--- src/rtl/l1_cache_control_if.sv ---
// CPU-side and pmem-side handshake bundle for the L1 cache controller.
// The controller uses the slave view; the CPU/pmem environment uses master.
interface l1_cache_control_if #(
  parameter int s_offset = 5
);
  localparam int s_mask = 2**s_offset;

  logic              mem_read;
  logic              mem_write;
  logic [s_mask-1:0] mem_byte_enable;
  logic              mem_resp;
  logic              pmem_read;
  logic              pmem_write;
  logic              pmem_addr_sel;
  logic              pmem_resp;

  modport master (
    output mem_read, mem_write, mem_byte_enable, pmem_resp,
    input  mem_resp, pmem_read, pmem_write, pmem_addr_sel
  );

  modport slave (
    input  mem_read, mem_write, mem_byte_enable, pmem_resp,
    output mem_resp, pmem_read, pmem_write, pmem_addr_sel
  );
endinterface

--- src/rtl/l1_cache_control.sv ---
// Control FSM for a 2-way set-associative, write-back, write-allocate L1 cache.
// Hits complete in the request cycle; misses optionally write back the dirty
// victim, fill the line from pmem, then let the held request retry as a hit.
module l1_cache_control #(
  parameter int s_offset = 5,
  parameter int s_cnt    = 32
) (
  input  logic                clk,
  input  logic                rst,
  l1_cache_control_if.slave   bus,
  input  logic                hit0,
  input  logic                hit1,
  input  logic                dirty0,
  input  logic                dirty1,
  input  logic                lru,
  output logic                victim,
  output logic [2**s_offset-1:0] way0_we,
  output logic [2**s_offset-1:0] way1_we,
  output logic                data_sel,
  output logic                tag_load0,
  output logic                tag_load1,
  output logic                dirty_set0,
  output logic                dirty_set1,
  output logic                dirty_clr0,
  output logic                dirty_clr1,
  output logic                lru_load,
  output logic                lru_in,
  output logic [s_cnt-1:0]    hit_cnt,
  output logic [s_cnt-1:0]    miss_cnt,
  output logic [s_cnt-1:0]    wb_cnt
);
  localparam int s_mask = 2**s_offset;
  localparam logic [s_cnt-1:0]  cnt_one   = {{(s_cnt-1){1'b0}}, 1'b1};
  localparam logic [s_cnt-1:0]  cnt_zero  = {s_cnt{1'b0}};
  localparam logic [s_mask-1:0] mask_zero = {s_mask{1'b0}};
  localparam logic [s_mask-1:0] mask_ones = {s_mask{1'b1}};

  typedef enum logic [1:0] {
    IDLE      = 2'd0,
    WRITEBACK = 2'd1,
    FILL      = 2'd2
  } state_t;

  state_t state;
  state_t next_state;

  logic request;
  logic is_write;
  logic hit_way;
  logic lru_dirty;
  logic hit_evt;
  logic miss_evt;
  logic wb_evt;

  // A simultaneous read and write is served as a write; way 0 wins a double hit.
  assign request   = bus.mem_read | bus.mem_write;
  assign is_write  = bus.mem_write;
  assign hit_way   = hit0 ? 1'b0 : 1'b1;
  assign lru_dirty = lru ? dirty1 : dirty0;

  // State register.
  always_ff @(posedge clk) begin
    if (rst) begin
      state <= IDLE;
    end else begin
      state <= next_state;
    end
  end

  // Next state and all combinational controls; everything is forced low during rst.
  always_comb begin
    next_state        = state;
    bus.mem_resp      = 1'b0;
    bus.pmem_read     = 1'b0;
    bus.pmem_write    = 1'b0;
    bus.pmem_addr_sel = 1'b0;
    way0_we           = mask_zero;
    way1_we           = mask_zero;
    data_sel          = 1'b0;
    tag_load0         = 1'b0;
    tag_load1         = 1'b0;
    dirty_set0        = 1'b0;
    dirty_set1        = 1'b0;
    dirty_clr0        = 1'b0;
    dirty_clr1        = 1'b0;
    lru_load          = 1'b0;
    lru_in            = 1'b0;
    hit_evt           = 1'b0;
    miss_evt          = 1'b0;
    wb_evt            = 1'b0;
    if (rst) begin
      next_state = IDLE;
    end else begin
      case (state)
        IDLE: begin
          if (request && (hit0 || hit1)) begin
            bus.mem_resp = 1'b1;
            lru_load     = 1'b1;
            lru_in       = ~hit_way;
            hit_evt      = 1'b1;
            if (is_write && hit_way) begin
              way1_we    = bus.mem_byte_enable;
              dirty_set1 = 1'b1;
            end else if (is_write) begin
              way0_we    = bus.mem_byte_enable;
              dirty_set0 = 1'b1;
            end else begin
              way0_we = mask_zero;
            end
          end else if (request) begin
            miss_evt   = 1'b1;
            next_state = lru_dirty ? WRITEBACK : FILL;
          end else begin
            next_state = IDLE;
          end
        end
        WRITEBACK: begin
          bus.pmem_write    = 1'b1;
          bus.pmem_addr_sel = 1'b1;
          if (bus.pmem_resp) begin
            dirty_clr0 = ~victim;
            dirty_clr1 = victim;
            wb_evt     = 1'b1;
            next_state = FILL;
          end else begin
            next_state = WRITEBACK;
          end
        end
        FILL: begin
          bus.pmem_read = 1'b1;
          if (bus.pmem_resp) begin
            way0_we    = victim ? mask_zero : mask_ones;
            way1_we    = victim ? mask_ones : mask_zero;
            data_sel   = 1'b1;
            tag_load0  = ~victim;
            tag_load1  = victim;
            dirty_clr0 = ~victim;
            dirty_clr1 = victim;
            next_state = IDLE;
          end else begin
            next_state = FILL;
          end
        end
        default: begin
          next_state = IDLE;
        end
      endcase
    end
  end

  // Victim capture on a miss and wrapping performance counters.
  always_ff @(posedge clk) begin
    if (rst) begin
      victim   <= 1'b0;
      hit_cnt  <= cnt_zero;
      miss_cnt <= cnt_zero;
      wb_cnt   <= cnt_zero;
    end else begin
      if (miss_evt) begin
        victim <= lru;
      end else begin
        victim <= victim;
      end
      if (hit_evt) begin
        hit_cnt <= hit_cnt + cnt_one;
      end else begin
        hit_cnt <= hit_cnt;
      end
      if (miss_evt) begin
        miss_cnt <= miss_cnt + cnt_one;
      end else begin
        miss_cnt <= miss_cnt;
      end
      if (wb_evt) begin
        wb_cnt <= wb_cnt + cnt_one;
      end else begin
        wb_cnt <= wb_cnt;
      end
    end
  end
endmodule

--- src/flat_wrapper.sv ---
// flat-port wrapper written by rule: the top's interface ports become plain ports
module l1_cache_control_flat 
#(
  parameter int s_offset = 5,
  parameter int s_cnt    = 32
)
  (clk, rst, hit0, hit1, dirty0, dirty1, lru, victim, way0_we, way1_we, data_sel, tag_load0, tag_load1, dirty_set0, dirty_set1, dirty_clr0, dirty_clr1, lru_load, lru_in, hit_cnt, miss_cnt, wb_cnt, bus_mem_read, bus_mem_write, bus_mem_byte_enable, bus_pmem_resp, bus_mem_resp, bus_pmem_read, bus_pmem_write, bus_pmem_addr_sel);
  l1_cache_control_if #(.s_offset(s_offset)) bus_i ();
  input  logic clk;
  input  logic rst;
  input  logic hit0;
  input  logic hit1;
  input  logic dirty0;
  input  logic dirty1;
  input  logic lru;
  output logic victim;
  output logic [2**s_offset-1:0] way0_we;
  output logic [2**s_offset-1:0] way1_we;
  output logic data_sel;
  output logic tag_load0;
  output logic tag_load1;
  output logic dirty_set0;
  output logic dirty_set1;
  output logic dirty_clr0;
  output logic dirty_clr1;
  output logic lru_load;
  output logic lru_in;
  output logic [s_cnt-1:0] hit_cnt;
  output logic [s_cnt-1:0] miss_cnt;
  output logic [s_cnt-1:0] wb_cnt;
  input wire logic [$bits(bus_i.mem_read)-1:0] bus_mem_read;
  input wire logic [$bits(bus_i.mem_write)-1:0] bus_mem_write;
  input wire logic [$bits(bus_i.mem_byte_enable)-1:0] bus_mem_byte_enable;
  input wire logic [$bits(bus_i.pmem_resp)-1:0] bus_pmem_resp;
  output wire logic [$bits(bus_i.mem_resp)-1:0] bus_mem_resp;
  output wire logic [$bits(bus_i.pmem_read)-1:0] bus_pmem_read;
  output wire logic [$bits(bus_i.pmem_write)-1:0] bus_pmem_write;
  output wire logic [$bits(bus_i.pmem_addr_sel)-1:0] bus_pmem_addr_sel;
  assign bus_i.mem_read = bus_mem_read;
  assign bus_i.mem_write = bus_mem_write;
  assign bus_i.mem_byte_enable = bus_mem_byte_enable;
  assign bus_i.pmem_resp = bus_pmem_resp;
  assign bus_mem_resp = bus_i.mem_resp;
  assign bus_pmem_read = bus_i.pmem_read;
  assign bus_pmem_write = bus_i.pmem_write;
  assign bus_pmem_addr_sel = bus_i.pmem_addr_sel;
  l1_cache_control #(.s_offset(s_offset), .s_cnt(s_cnt)) u_core (.clk(clk), .rst(rst), .bus(bus_i), .hit0(hit0), .hit1(hit1), .dirty0(dirty0), .dirty1(dirty1), .lru(lru), .victim(victim), .way0_we(way0_we), .way1_we(way1_we), .data_sel(data_sel), .tag_load0(tag_load0), .tag_load1(tag_load1), .dirty_set0(dirty_set0), .dirty_set1(dirty_set1), .dirty_clr0(dirty_clr0), .dirty_clr1(dirty_clr1), .lru_load(lru_load), .lru_in(lru_in), .hit_cnt(hit_cnt), .miss_cnt(miss_cnt), .wb_cnt(wb_cnt));
endmodule
--- config.mk ---
export PLATFORM = sky130hd
export DESIGN_NAME = l1_cache_control_flat
export DESIGN_NICKNAME = d
export VERILOG_FILES = /design/src/rtl/l1_cache_control_if.sv /design/src/rtl/l1_cache_control.sv /design/src/flat_wrapper.sv
export SDC_FILE = /design/constraint.sdc
export NUM_CORES = 1
export LEC_CHECK = 0
export ABC_CLOCK_PERIOD_IN_PS = 2450
export CAP_MARGIN = 20
export CORE_MARGIN = 2
export CORE_UTILIZATION = 40
export CTS_CLUSTER_SIZE = 30
export DETAILED_ROUTE_END_ITERATION = 16
export GPL_ROUTABILITY_DRIVEN = 0
export HOLD_SLACK_MARGIN = 0.12
export PLACE_DENSITY = 0.83
export SYNTH_ARGS = -nofsm -noshare
export SYNTH_HDL_FRONTEND = slang
export SYNTH_SLANG_ARGS = --single-unit
--- constraint.sdc ---
create_clock -name clk -period 2.45 [get_ports clk]
set_input_delay 0.735 -clock clk [delete_from_list [all_inputs] [get_ports clk]]
set_output_delay 0.735 -clock clk [all_outputs]
set_load 0.01 [all_outputs]
# Yosys cells after proc, flatten, opt, wreduce, memory -nomap -nowiden
# Cells that the tools add are included.
# op_classes
n_addsub	3
n_eq_ne	3
muxes	59
bitwise	2
reduce_logical	5
# ops
cell	n
2-to-1 mux 32 bit	11
case mux 32 bit (2 select lines)	2
adder 32 x 1 -> 32 bit (second input constant)	3
2-to-1 mux 1 bit	40
2-to-1 mux 2 bit	5
case mux 2 bit (3 select lines)	1
equality test 2 x 1 -> 1 bit (second input constant)	1
equality test 2 bit (second input constant)	1
logical AND 1 bit	2
zero test 2 bit	1
inequality test 2 bit (second input constant)	1
OR reduction 2 bit	1
logical OR 1 bit	1
inverter 1 bit	1
OR 1 bit	1
# totals
register_bits	99
input_bits	42
wordCells	77

# Logic depth before layout (Yosys ltp)
# depth
depth_word	6
ltp_mapped	9
mapped_depth_nobuf	7

# Worst setup path before layout
# No wires, ideal clock.
# synth_timing
kind	input to output
from	in rst
to	out bus_pmem_write
arrival_ps	1825
path_slack_ps	-110
stages	5
path_cell_list	clkbuf_1 clkbuf_1 buf_1 nor2_1 buf_4
# synth_via
elab_chain_cells	1
# synth_lines
item	line_no	text
from (decl)	flat_wrapper.sv:10	input logic rst;
2-to-1 mux 1 bit	--	
to (decl)	flat_wrapper.sv:37	output wire logic [$bits(bus_i.pmem_write)-1:0] bus_pmem_write;
# No other way between the ends.

# Worst setup path in the final report
# layout_timing
from	reg u_core.state[0]
to	out way1_we[15]
# layout_via
elab_chain_cells	3
elab_cells_between_ends	4
classes_between	1 x eq/ne; 2 x mux; 1 x reduce/logical
# layout_lines
item	line_no	text
from (decl)	l1_cache_control.sv:44	state_t state;
from (signal assigned)	l1_cache_control.sv:66	state <= next_state;
equality test 2 bit or zero test 2 bit (tied branches)	l1_cache_control.sv:94	case (state)
case mux 32 bit (2 select lines) *	l1_cache_control.sv:94	
2-to-1 mux 32 bit *	l1_cache_control.sv:91	if (rst) begin
to (decl)	flat_wrapper.sv:18	output logic [2**s_offset-1:0] way1_we;
# Every way passes the cells marked *; elsewhere a longest branch is shown, timed or not.

==> results.yml <==
cts:
  clkSlewWorstSetupHoldPaths_ps: 70
  insertion_delay_to_the_later_sink_of_the_worst_skew_pair_ps: 340
  cts_root_buffer: "clkbuf_16"
  cts_tree: "done"
  cts_max_level: 3
  cts_buffer_depth: 2
  clock_sink_count: 99
  numCtsBuffers: 9
  cts.hold.buffers_added: 0
grt:
  pin_count_of_the_biggest_net_entering_global_routing: 33
  grt_pass1_wl_um: 28190
  grt.total_usage_pct: 23.73
  first_global_vias: 5632
  grt_remaining_overflow: 0
  initial_antenna_violation_count: 0
synth:
  mappedNetlistArea_um2: 5345
  synth_cell_types: 42
  post-synth-top-count-cell: "nand2_1"
  yosysSeqAreaShare_pct: 37.08
  postSynth.asyncResetShare_pct: 0
  post_synth_inst_count: 719
  netlist_top_cells_area: "dfxtp_1 (37%), xnor2_1 (7.9%), a21oi_1 (7.8%), nand2_1 (7.3%), nor2_1 (6.7%)"
  synth_common_cells: "nand2_1 (104), dfxtp_1 (99), nor2_1 (96)"
  synth-edff-count: 0
  ys_ff_latch: 99
  synth_top_flop_cell: "dfxtp_1"
  synth_top_cell_area_share_pct: 37.08
  syn_avg_cell_area_um2: 7.434
  syn-num-nets: 768
  yosys.area.top_type: "dfxtp_1"
  yosysWarningCount: 0
critical_path:
  endpoint_type_of_the_worst_setup_path: "output port"
  r2r-start: "u_core.state[0]"
  endpoint_of_the_worst_slack_reg_to_reg_timing_path: "u_core.miss_cnt[31]"
  worst_path_required_ps: 1710
  critical_path_arrival_ps: 1920
  r2r_slack_ps: 190
  path_max_fanout: 16
  rr_worst_depth: 10
  critical_path.startpoint_type: "flop"
  cp_class: "flop to output port"
run_status:
  outcome: "finished with violations"
  failed_checks: "setup timing"
placement:
  port_buffers: 215
  hpwl_um: 12050
final_layout:
  design.final.nets: 1043
  final_layout_size_suffix_gt1_share_pct: 29.73
  areaGrowthSynthToFinish_pct: 70.11
  num_antenna_cells: 0
floorplanning:
  io-pin-count: 216
  dieArea_um2: 14300
  row_count: 42
  fp.dieW_um: 119.6
  floorplan.core_area_um2: 13140
  initial_utilization_pct: 40.69
  die-height_um: 119.6
power_and_ir_drop:
  power.density_cell_area_nw_per_um2: 475.3
  switching_part_of_the_total_pct: 27.89
  max-vdd-ir-drop_mv: 0.3446
  total_switching_power_mw: 1.205
  power_frac_comb_pct: 25.5
  power.sequential.fraction_pct: 38.0
  p_clk_share_pct: 36.5
  power.leakage_nw: 3.476
  internal_power_mw: 3.117
timing:
  final.period_utilization_pct: 108.2
  fin_worst_hold_slack_ps: 493.7
  slew_viol_final: 0
  rsz_0062_raised_after_global_routing: "yes"
  worst-slew-pin-transition_ps: 469.8
  smallest_setup_slack_after_layout_ps: -201.2
  worst_case_clock_skew_ps: 9.345
  period_needed_ps: 2651
  slew_headroom_pct: 68.39
  setup_violations: 65
  setup_total_negative_slack_ps: -5464
  hold_viol_final: 0
  fmax_mhz: 377.2
detailed_routing:
  postRouteWirelength_um: 19580
  postRouteAntennaNets: 0
  drt-vias-per-instance: 5.437
  drtIter0Drc: 506
  vias: 6388
  routed_wire_length_per_instance_um: 16.67
  dr.pass1.iters: 5
  drc_viols: 0
worst_hold_path:
  instance_count_along_the_most_critical_hold_path: 2
  hold-path-endpoint: "u_core.miss_cnt[31]"
  min-delay-path-class: "flop to flop"
  holdCritStartpoint: "u_core.miss_cnt[31]"
flow_run:
  cap_violations: 0
## power by group through the flow
stage / combinational, mW / sequential (mW) / clock, mW
after CTS: 0.879 / 1.64 / 1.61
after global routing: 1.16 / 1.64 / 1.69
after global placement: 0.700 / 1.68 / 0
after detailed placement: 0.702 / 1.68 / 0
after floorplan: 0.291 / 1.68 / 0
final: 1.10 / 1.64 / 1.58
## cells in the final DEF (no fill, tap or decap), drive strengths merged, types with 2 or more instances in the layout
cell           synthesis  layout
buf                    9     163
clkdlybuf4s50          0     132
nand2                104     104
dfxtp                 99      99
nor2                  96      96
a21oi                 83      83
xnor2                 48      48
nand3                 37      37
xor2                  31      31
nand4                 29      29
nor4                  22      22
inv                   20      22
nor3                  20      20
clkbuf                35      17
o21ai                 14      14
or3                   14      14
and4                  10      10
and3                  10      10
ha                     7       7
nor2b                  6       6
and2                   6       6
dlygate4sd2            0       4
or4                    4       4
bufinv                 0       2
clkdlybuf4s15          0       2
## critical path, stage by stage, from the launching register on
cell      delay, ps
dfxtp_2         330
inv_2            80
ha_4            180
o221ai_4        120
nor2_4          130
buf_4           130
buf_12          140
nand2_1          90
a21oi_1         210
buf_2           170
## layout make-up
class	instances	area, µm²
fillers	982	4045
multi-input cells	556	3621
repair buffers	308	2856
flip-flops and latches	99	1984
clock buffers	10	239.0
well taps	176	220.2
clock inverters	6	96.34
inverters	20	75.07
## layer usage
layer	share of wire, %	global-route usage (%)	wire length (µm)
met5	0	0	0
met4	3.1	7.426	605
met3	7.8	5.656	1534
met2	48	38.82	9339
met1	41	30.96	8104
## how the worst max path moves through the flow
stage                    start  cells after the start     endpoint  slack [ps]
2_1_floorplan              rst                      5  way0_we[10]         -50
3_3_place_gp     bus_mem_write                      6  way0_we[11]        -830
3_5_place_dp     bus_mem_write                      7  way1_we[16]        -870
4_1_cts        u_core.state[0]                      9  way1_we[18]        -150
5_1_grt        u_core.state[0]                      9  way1_we[15]        -300
6_report       u_core.state[0]                      9  way1_we[15]        -200
## flip-flops by register name, summed over array words and instances (netlist names)
name / count
u_core.wb_cnt: 32
u_core.state: 2
u_core.miss_cnt: 32
u_core.hit_cnt: 32
u_core.victim: 1
## what timing repair did
action	CTS	global route
buffers inserted	20	9
setup endpoints to repair	83	73
gates resized for setup	391	93
gates cloned	5	7
pin swaps	43	37
## kinds of logic (layout without fill, tap and decap cells)
group                      Yosys count  in the layout  share of synthesized area, %
and+or+nand+nor                    365            365                         33.26
buffers and inverters               64            344                         4.682
muxes                                1              1                        0.1873
AOI/OAI and AO/OA                  104            104                         10.21
xor gates and xnor gates            79             79                         12.94
adders and majority gates            7              7                         1.639
DFF                                 99             99                         37.08
## per-stage QoR
| step | total power [mW] | std cells | util [%] | cell area [µm²] | worst slack, ps |
|---|---|---|---|---|---|
| final | 4.322 | 1175 | 69.21 | 9092 | -201.2 |
| after global placement | 2.376 | 1122 | 61.27 | 8049 | -826.4 |
| after CTS | 4.127 | 1163 | 65.62 | 8621 | -145.3 |
| after detailed placement | 2.378 | 1122 | 61.27 | 8049 | -867.9 |
| after global routing | 4.486 | 1175 | 69.21 | 9092 | -300.0 |
| after floorplan | 1.971 | 719 | - | 5348 | -51.98 |
Power figures use the tool's default switching activity.
